--- src/rtl/isp_uart_pkg.sv ---
// Shared types and helpers for the ISP host-side UART transmitter.
// Parity support in the top is selected by ISP_UART_HOST_TX_PARITY_EN.
package isp_uart_pkg;

    typedef enum logic [2:0] {
        IDLE   = 3'd0,
        START  = 3'd1,
        DATA   = 3'd2,
        PARITY = 3'd3,
        STOP   = 3'd4
    } tx_state_e;

    localparam int UART_DATA_BITS = 8;

    function automatic logic even_parity(input logic [7:0] data);
        return ^data;
    endfunction

endpackage

--- src/rtl/isp_uart_byte_fifo.sv ---
// Byte FIFO with wrap-bit pointers; the head entry is read straight from the
// storage registers so it is valid on the same cycle the FIFO goes non-empty.
module isp_uart_byte_fifo #(
    parameter int AW = 4
) (
    input  logic          clk,
    input  logic          rst_n,
    input  logic          push_i,
    input  logic [7:0]    data_i,
    input  logic          pop_i,
    output logic [7:0]    head_o,
    output logic          full_o,
    output logic          empty_o,
    output logic [AW:0]   count_o
);

    localparam int DEPTH = 2 ** AW;

    logic [7:0]  mem_q [DEPTH];
    logic [AW:0] wr_q, wr_d;
    logic [AW:0] rd_q, rd_d;
    logic        push_ok;
    logic        pop_ok;

    assign full_o  = (wr_q[AW] != rd_q[AW]) && (wr_q[AW-1:0] == rd_q[AW-1:0]);
    assign empty_o = (wr_q == rd_q);
    assign count_o = wr_q - rd_q;
    assign head_o  = mem_q[rd_q[AW-1:0]];

    // A full FIFO refuses a push even when a pop happens on the same edge.
    assign push_ok = push_i && !full_o;
    assign pop_ok  = pop_i && !empty_o;

    always_comb begin
        wr_d = wr_q + {{AW{1'b0}}, push_ok};
        rd_d = rd_q + {{AW{1'b0}}, pop_ok};
    end

    always_ff @(posedge clk or negedge rst_n) begin
        if (!rst_n) begin
            wr_q <= '0;
            rd_q <= '0;
        end else begin
            wr_q <= wr_d;
            rd_q <= rd_d;
        end
    end

    always_ff @(posedge clk) begin
        if (push_ok) begin
            mem_q[wr_q[AW-1:0]] <= data_i;
        end
    end

endmodule

--- src/rtl/isp_uart_host_tx.sv ---
// Host-side UART transmitter feeding the SoC isp_uart_rx pin: FIFO-buffered
// 8N1 frames, or 8E1 when ISP_UART_HOST_TX_PARITY_EN is defined.
//
//   state  | meaning
//   IDLE   | line high, pop next byte when the FIFO is non-empty
//   START  | start bit (low) for CLK_DIV cycles
//   DATA   | 8 data bits LSB first, CLK_DIV cycles each
//   PARITY | even parity bit (parity build only)
//   STOP   | stop bit (high) for CLK_DIV cycles
module isp_uart_host_tx
    import isp_uart_pkg::*;
#(
    parameter int CLK_DIV = 434,
    parameter int FIFO_AW = 4
) (
    input  logic               clk,
    input  logic               rst_n,
    input  logic               in_valid,
    output logic               in_ready,
    input  logic [7:0]         in_data,
    output logic               uart_tx,
    output logic               busy,
    output logic [FIFO_AW:0]   fifo_count
);

    localparam int CW = (CLK_DIV > 1) ? $clog2(CLK_DIV) : 1;
    localparam logic [CW-1:0] BAUD_LAST = CW'(CLK_DIV - 1);
    localparam logic [2:0]    BIT_LAST  = 3'(UART_DATA_BITS - 1);

    tx_state_e     state_q, state_d;
    logic [CW-1:0] baud_q, baud_d;
    logic [2:0]    bit_q, bit_d;
    logic [7:0]    shift_q, shift_d;
    logic          tx_q, tx_d;
    logic          baud_last;
    logic          pop;
    logic [7:0]    fifo_head;
    logic          fifo_full;
    logic          fifo_empty;
`ifdef ISP_UART_HOST_TX_PARITY_EN
    logic          par_q, par_d;
`endif

    isp_uart_byte_fifo #(
        .AW (FIFO_AW)
    ) u_fifo (
        .clk     (clk),
        .rst_n   (rst_n),
        .push_i  (in_valid),
        .data_i  (in_data),
        .pop_i   (pop),
        .head_o  (fifo_head),
        .full_o  (fifo_full),
        .empty_o (fifo_empty),
        .count_o (fifo_count)
    );

    assign in_ready  = !fifo_full;
    assign busy      = (state_q != IDLE) || !fifo_empty;
    assign uart_tx   = tx_q;
    assign baud_last = (baud_q == BAUD_LAST);

    always_comb begin
        state_d = state_q;
        baud_d  = baud_q;
        bit_d   = bit_q;
        shift_d = shift_q;
        pop     = 1'b0;
`ifdef ISP_UART_HOST_TX_PARITY_EN
        par_d   = par_q;
`endif

        case (state_q)
            IDLE: begin
                if (!fifo_empty) begin
                    pop     = 1'b1;
                    shift_d = fifo_head;
                    baud_d  = '0;
                    state_d = START;
`ifdef ISP_UART_HOST_TX_PARITY_EN
                    par_d   = even_parity(fifo_head);
`endif
                end
            end
            START: begin
                if (baud_last) begin
                    baud_d  = '0;
                    bit_d   = '0;
                    state_d = DATA;
                end else begin
                    baud_d = baud_q + 1'b1;
                end
            end
            DATA: begin
                if (baud_last) begin
                    baud_d  = '0;
                    shift_d = shift_q >> 1;
                    if (bit_q == BIT_LAST) begin
`ifdef ISP_UART_HOST_TX_PARITY_EN
                        state_d = PARITY;
`else
                        state_d = STOP;
`endif
                    end else begin
                        bit_d = bit_q + 1'b1;
                    end
                end else begin
                    baud_d = baud_q + 1'b1;
                end
            end
`ifdef ISP_UART_HOST_TX_PARITY_EN
            PARITY: begin
                if (baud_last) begin
                    baud_d  = '0;
                    state_d = STOP;
                end else begin
                    baud_d = baud_q + 1'b1;
                end
            end
`endif
            STOP: begin
                if (baud_last) begin
                    baud_d  = '0;
                    state_d = IDLE;
                end else begin
                    baud_d = baud_q + 1'b1;
                end
            end
            default: begin
                baud_d  = '0;
                state_d = IDLE;
            end
        endcase

        // Line level is derived from the next state so uart_tx changes on the
        // same edge as the state register and comes straight from a flop.
        tx_d = 1'b1;
        case (state_d)
            START:   tx_d = 1'b0;
            DATA:    tx_d = shift_d[0];
`ifdef ISP_UART_HOST_TX_PARITY_EN
            PARITY:  tx_d = par_d;
`endif
            default: tx_d = 1'b1;
        endcase
    end

    always_ff @(posedge clk or negedge rst_n) begin
        if (!rst_n) begin
            state_q <= IDLE;
            baud_q  <= '0;
            bit_q   <= '0;
            shift_q <= '0;
            tx_q    <= 1'b1;
`ifdef ISP_UART_HOST_TX_PARITY_EN
            par_q   <= 1'b0;
`endif
        end else begin
            state_q <= state_d;
            baud_q  <= baud_d;
            bit_q   <= bit_d;
            shift_q <= shift_d;
            tx_q    <= tx_d;
`ifdef ISP_UART_HOST_TX_PARITY_EN
            par_q   <= par_d;
`endif
        end
    end

endmodule

--- config.mk ---
export PLATFORM = sky130hd
export DESIGN_NAME = isp_uart_host_tx
export DESIGN_NICKNAME = d
export VERILOG_FILES = /design/src/rtl/isp_uart_pkg.sv /design/src/rtl/isp_uart_byte_fifo.sv /design/src/rtl/isp_uart_host_tx.sv
export SDC_FILE = /design/constraint.sdc
export NUM_CORES = 1
export LEC_CHECK = 0
export ABC_AREA = 1
export CAP_MARGIN = 20
export CORE_MARGIN = 5
export CORE_UTILIZATION = 50
export CTS_CLUSTER_DIAMETER = 50
export DETAILED_ROUTE_END_ITERATION = 6
export HOLD_SLACK_MARGIN = 0.08
export PLACE_DENSITY = 0.64
export SLEW_MARGIN = 10
export SYNTH_ARGS = -nofsm -noshare
export SYNTH_HDL_FRONTEND = slang
export SYNTH_SLANG_ARGS = --single-unit
--- constraint.sdc ---
create_clock -name clk -period 3.25 [get_ports clk]
set_input_delay 0.325 -clock clk [delete_from_list [all_inputs] [get_ports clk]]
set_output_delay 0.325 -clock clk [all_outputs]
set_load 0.03 [all_outputs]
### Yosys cells after proc, flatten, opt, wreduce, memory -nomap -nowiden

Memory sizes are Yosys's and may differ from the RTL's.
Index checks and enable logic that the tools add are counted.

* input port bits: 11
* memories: 1
* bits in registers: 34
* logic and storage cells: 62
* memory bits (writable): 128
* output and inout port bits: 8

Memories
* u_fifo.mem_q: words 16, width 8, read ports 1, clocked after Yosys merged registers in 0, write ports 1, line isp_uart_byte_fifo.sv:19 `logic [7:0] mem_q [DEPTH];`

* add/subtract/negate cells: 5
* reductions and logical operators: 13
* equality and inequality tests: 14
* mux-type cells: 21

Operators by type and width (count)
* 3-bit two-way mux: 8
* 9-bit two-way mux: 2
* 9-bit case mux with 2 select lines: 1
* 8-bit two-way mux: 2
* 8-bit case mux with 2 select lines: 1
* 3-bit case mux with 4 select lines: 1
* 5-bit by 1-bit adder with 5-bit output: 2
* 9-bit by 1-bit adder with 9-bit output, second input constant: 1
* 9-bit equality test, second input constant: 1
* 2-bit inequality test, second input constant: 4
* 3-bit by 1-bit equality test with 1-bit output, second input constant: 2
* 3-bit by 2-bit equality test with 1-bit output, second input constant: 2
* 3-bit equality test, second input constant: 2
* 3-bit case mux with 2 select lines: 1
* 5-bit equality test: 1
* 5-bit subtractor: 1
* 4-bit equality test: 1
* 1-bit two-way mux: 4
* 4-bit AND reduction: 1
* 2-bit nonzero test: 2
* 3-bit by 1-bit adder with 3-bit output, second input constant: 1
* 1-bit logical AND: 3
* 3-bit zero test: 1
* 3-bit AND reduction: 1
* 6 further kinds: 7

### Longest topological paths before layout

* depth after elaboration: 6
* depth in mapped cells: 12
* gate-level depth less buffers: 12

### Hierarchy

From an unflattened synthesis, not the netlist that was laid out.

* cell total of the unflattened synthesis: 802
* area total of the unflattened synthesis: 7653.6 um^2

By module, submodules not included
* isp_uart_byte_fifo: instances 1, cells an instance 632, area each 6319.8 um^2, seq. area each 4093.9 um^2
* isp_uart_host_tx: instances 1, cells an instance 170, area each 1333.8 um^2, seq. area each 601.8 um^2

### Worst setup path before layout

OpenSTA, ideal clock, no wires.

* path kind: reg2reg
* start: register u_fifo.rd_q[2]
* end: memory u_fifo.mem_q[0][0], enable pin
* stages on the path, launching flop included: 9
* library setup time: 0.370 ns
* required time: 2.880 ns
* slack: 0.892 ns
* buffers on the path: 1
* clock period less this slack: 2.358 ns
* arrival time: 1.988 ns
* path through: dfrtp_1 clkinv_1 clkbuf_1 ha_1 nand2_2 nor2_8 a21boi_4 nand3_2 nor2_1

* longest elaborated chain between the ends: 6

RTL lines
* start, declared: line isp_uart_byte_fifo.sv:21 `logic [AW:0] rd_q, rd_d;`
* start signal, assigned: line isp_uart_byte_fifo.sv:45 `rd_q <= rd_d;`
* 4-bit equality test: line isp_uart_byte_fifo.sv:25 `assign full_o = (wr_q[AW] != rd_q[AW]) && (wr_q[AW-1:0] == rd_q[AW-1:0]);`
* 1-bit logical AND: line isp_uart_byte_fifo.sv:25
* 1-bit zero test: line isp_uart_byte_fifo.sv:31 `assign push_ok = push_i && !full_o;`
* 1-bit logical AND: line isp_uart_byte_fifo.sv:31
* 1-bit two-way mux: line isp_uart_byte_fifo.sv:50 `if (push_ok) begin`
* 1-bit two-way mux (not written as such): line isp_uart_byte_fifo.sv:51 `mem_q[wr_q[AW-1:0]] <= data_i;`
* end, declared: line isp_uart_byte_fifo.sv:19

Every way passes these cells.

### Final worst setup path

* start: register u_fifo.rd_q[3]
* end: output port busy

* longest elaborated chain between the ends: 3

RTL lines
* 5-bit equality test: line isp_uart_byte_fifo.sv:26 `assign empty_o = (wr_q == rd_q);`
* 1-bit zero test: line isp_uart_host_tx.sv:59 `assign busy = (state_q != IDLE) || !fifo_empty;`
* 1-bit logical OR: line isp_uart_host_tx.sv:59
* end, declared: line isp_uart_host_tx.sv:22 `output logic busy,`

Every way passes these cells.

==> reports/results.txt <==
The run finished with clean final reports. The transition time at the pin with the least slew margin is 0.772 ns. The cell area reported after detailed placement is 7430 um2. The floorplan step set the die height to 128 um.

Top cell type by total area after synthesis: edfxtp_1. In this run, post-CTS repair resized a total of 0 instances. Post-CTS setup buffer count: 0. The tools report the startpoint type of the worst setup path as a flop.

Pin placement for this block handled 19 I/O pins. Initial standard-cell utilization of the core: 0.507. Buffers inserted during clock tree synthesis total 17. After global routing the overflow that remains totals 0. Measured along the x axis, the die boundary spans 128 um. The logs give 0 for the count of hold buffers inserted by post-cts repair and 8020 um2 for the final design area excluding fillers. The proportion of synthesized flip-flops having asynchronous set or reset came out at 0.210. For this block, the initial DRC count from the detailed router was 404. Clock transition at the registers of the reported paths: 0.06 ns.

The total count of hold-check failures in the final report was 0; the ratio of cells with drive above 1 in the final layout was 0.115. The number of detailed-routing iterations run before antenna repair came out at 5. In this run the critical register-to-register path is launched from u_fifo.rd_q[3]$_DFF_PN0_. The power per cell area is 674 nW/um2.

The logs give 0.197 for the global-route usage over all layers and 4591 for the total vias in the final route. The layout-stage area growth over the synthesis result was 14.4%. The initial antenna violation count is 0, and the synthesized netlist cell count is 611. Yosys printed 0 warnings. Capturing point of the worst reg2reg path: u_fifo.mem_q[13][6]$_DFFE_PP_. Number of I/O port buffers: 18. Max-cap violations in this run came to 0.

The number of nets with antenna violations after detailed routing was 0; the maximum vdd drop was 0.000420 V. By count the netlist is led by 128 x edfxtp_1, 111 x nor2_1, 82 x nand2_1, 59 x o21ai_0, 42 x nand3_1. The synthesized netlist contains 41 unique library cells. The worst slew slack as a fraction of its limit was 0.484; the netlist area before placement was 7020 um2. Setup repair after global routing left no endpoint under its margin. Static timing analysis puts the maximum clock frequency at 0.334 GHz. The final sum of negative setup slack is 0 ns. The number of clock sinks is 162, and the routability congestion estimate from global placement is 0.847.

Tracing the worst setup path back leads to its startpoint at u_fifo.rd_q[3]$_DFF_PN0_. Yosys instantiated no cell more often than edfxtp_1. Walking the worst path, the cells encountered are inv_2 -> ha_1 -> nand2_2 -> nor2_8 -> nand3_4 -> clkdlybuf4s50_1. The post-synthesis average cell area is 11.5 um2. The repair_antennas step left the layout with diodes totalling 0.

In this run the register-to-register setup slack is 0.56 ns. At the end of the flow, the number of nets in the layout was 666. The floorplan step defined a die boundary enclosing 16500 um2. The logs give 4502 for the number of global-route vias before repair and 2060 um2 for the combined area of the multi-input logic cells. In the routed layout, each cell is associated on average with a via count of 5.51. Number of enable-type register cells in the synthesized netlist: 128. Post-route minimum period: 2.99 ns.

TritonCTS built the clock tree. The number of nets in the synthesized netlist is 635. Setup violations remaining at the end of the flow were counted as 0. The path class of the tightest hold or removal check is in2async.

For the worst setup path, the data required time is 2.92 ns. The final routed DRC violation total came out at 0. The cell sitting at the root of the clock tree is a clkbuf_16. Together, buffers and inverters on the worst path number 2.

Counting along the longest clock path gives a buffer depth of 2. Along the worst path, the maximum fanout reaches 13. The minimum hold slack is 0.310 ns, and the site row count is 43. The number of H-tree levels is 4. The layout has 1109 filler cells.

The kind of cell with the highest combined delay along the critical path is buffers and inverters. The first global-routing pass estimated 24.2 mm of wire. The final worst-path cycle share is 0.920, and the register cell area after layout is 4700 um2.

The number of register bits inferred by synthesis was 162. The most critical setup path has its endpoint at busy. In this run the number of cells on the critical path is 6. The max-slew violation count is 0, and the arrival time of data at the critical path endpoint is 2.67 ns. STA classifies the critical path endpoint as a primary output. Among all stages on the critical path, the largest delay is contributed by clkdlybuf4s50_1. The region available for standard cell placement spans 13800 um2. After synthesis, the cell types taking the most area are edfxtp_1 55%, dfrtp_1 12%, nor2_1 5.9%. Placed wire-length estimate after detailed placement: 9.90 mm.

The clock skew after layout is 0.00913 ns, and the detailed-route wire length per cell is 18.4 um. The tools report the clock latency on the worst-skew pair as 0.43 ns. The critical path is of the reg2out type. The fraction of synthesized cell area taken by the top area cell type was 0.548. The maximum number of pins on one net before global-route repair is 66. The maximum single-stage delay on the critical path was 0.66 ns; the logic depth of the worst register-to-register path was 7.

The post-synthesis sequential area ratio was 0.669; the leakage power figure was 0.00302 uW. The tools report the routed wire length as 15.3 mm. Among all flip-flop cells after synthesis, the most frequent one is edfxtp_1.
==> final cells by class <==
class,count,share of cell area
Sequential cell,162,0.585
Tap cell,180,0.0281
Timing Repair Buffer,36,0.0387
Inverter,37,0.0173
Clock inverter,11,0.0204
Clock buffer,19,0.0540
Multi-Input combinational cell,388,0.256
==> per-stage QoR <==
step	setup slack, ns	power [uW]	cells	util
final	0.259	5410	833	0.580
after global routing	0.184	5620	833	0.580
after CTS	0.254	5450	833	0.580
after detailed placement	0.599	3410	803	0.537
after global placement	0.737	3380	803	0.537
after floorplan	0.892	3060	611	-
==> where the power goes <==
group | internal (uW) | total [uW] | switching, uW | leakage [uW]
sequential | 2440 | 2530 | 86.6 | 0.00158
clock | 1270 | 2050 | 775 | 0.000292
combinational | 276 | 834 | 558 | 0.00115
==> flip-flops by register name (all words and copies together), names as in the netlist <==
name and cells:
u_fifo.mem_q 128, baud_q 9, shift_q 8, u_fifo.rd_q 5, u_fifo.wr_q 5, bit_q 3
state_q 3, uart_tx 1
==> layer usage <==
layer  global-route usage  vias to the layer above  wire (um)
met1                0.277                     2256       7050
li1                     -                     2194          -
met3               0.0619                       22        970
met5                    0                        -          0
met2                0.292                      119       6990
met4               0.0705                        0        289
==> worst reg2reg max path: cells and delay by family (launching register included) <==
family / cells / cell delay [ns]
flip-flops: 1 / 0.54
buffers and inverters: 1 / 0.17
adder cells (fa/ha/maj): 1 / 0.39
AND/OR/NAND/NOR: 4 / 0.95
AO/OA/AOI/OAI: 1 / 0.29
==> layout by cell type (no fill, tap or decap), types with 2 or more instances in the layout <==
master           count
clkinv_4             3
nor3_1               4
clkbuf_1             2
a21oi_1              5
bufinv_16            4
ha_1                12
xnor2_1              3
inv_2                9
nand2_2              3
o221ai_1             2
nand2_1             82
nand3_1             42
nand3_2              5
clkinv_2             2
edfxtp_1           128
o21ai_1              8
nor2_4               2
clkdlybuf4s50_1     16
clkbuf_16           17
o21ai_0             59
dfrtp_1             32
o211ai_1            26
nor2_8               2
xor2_1               8
inv_1               27
buf_4               20
nor2_1             111
clkinv_1             3
nand4_1              2
==> cell families after synthesis <==
group                    share of synthesized area
XOR/XNOR                                    0.0161
adder cells (fa/ha/maj)                     0.0243
AO/OA/AOI/OAI                               0.0911
AND/OR/NAND/NOR                              0.162
buffers and inverters                       0.0376
flip-flops                                   0.669
==> how the worst min path moves through the flow <==
stage / end / depth (start not counted)
2_1_floorplan: baud_q[0]$_DFFE_PN0P_ / 0
3_3_place_gp: baud_q[8]$_DFFE_PN0P_ / 1
3_5_place_dp: shift_q[7]$_DFFE_PN0P_ / 2
4_1_cts: baud_q[8]$_DFFE_PN0P_ / 2
5_1_grt: baud_q[8]$_DFFE_PN0P_ / 2
6_report: baud_q[8]$_DFFE_PN0P_ / 2
Note: power is estimated with default switching activity, not from simulation.
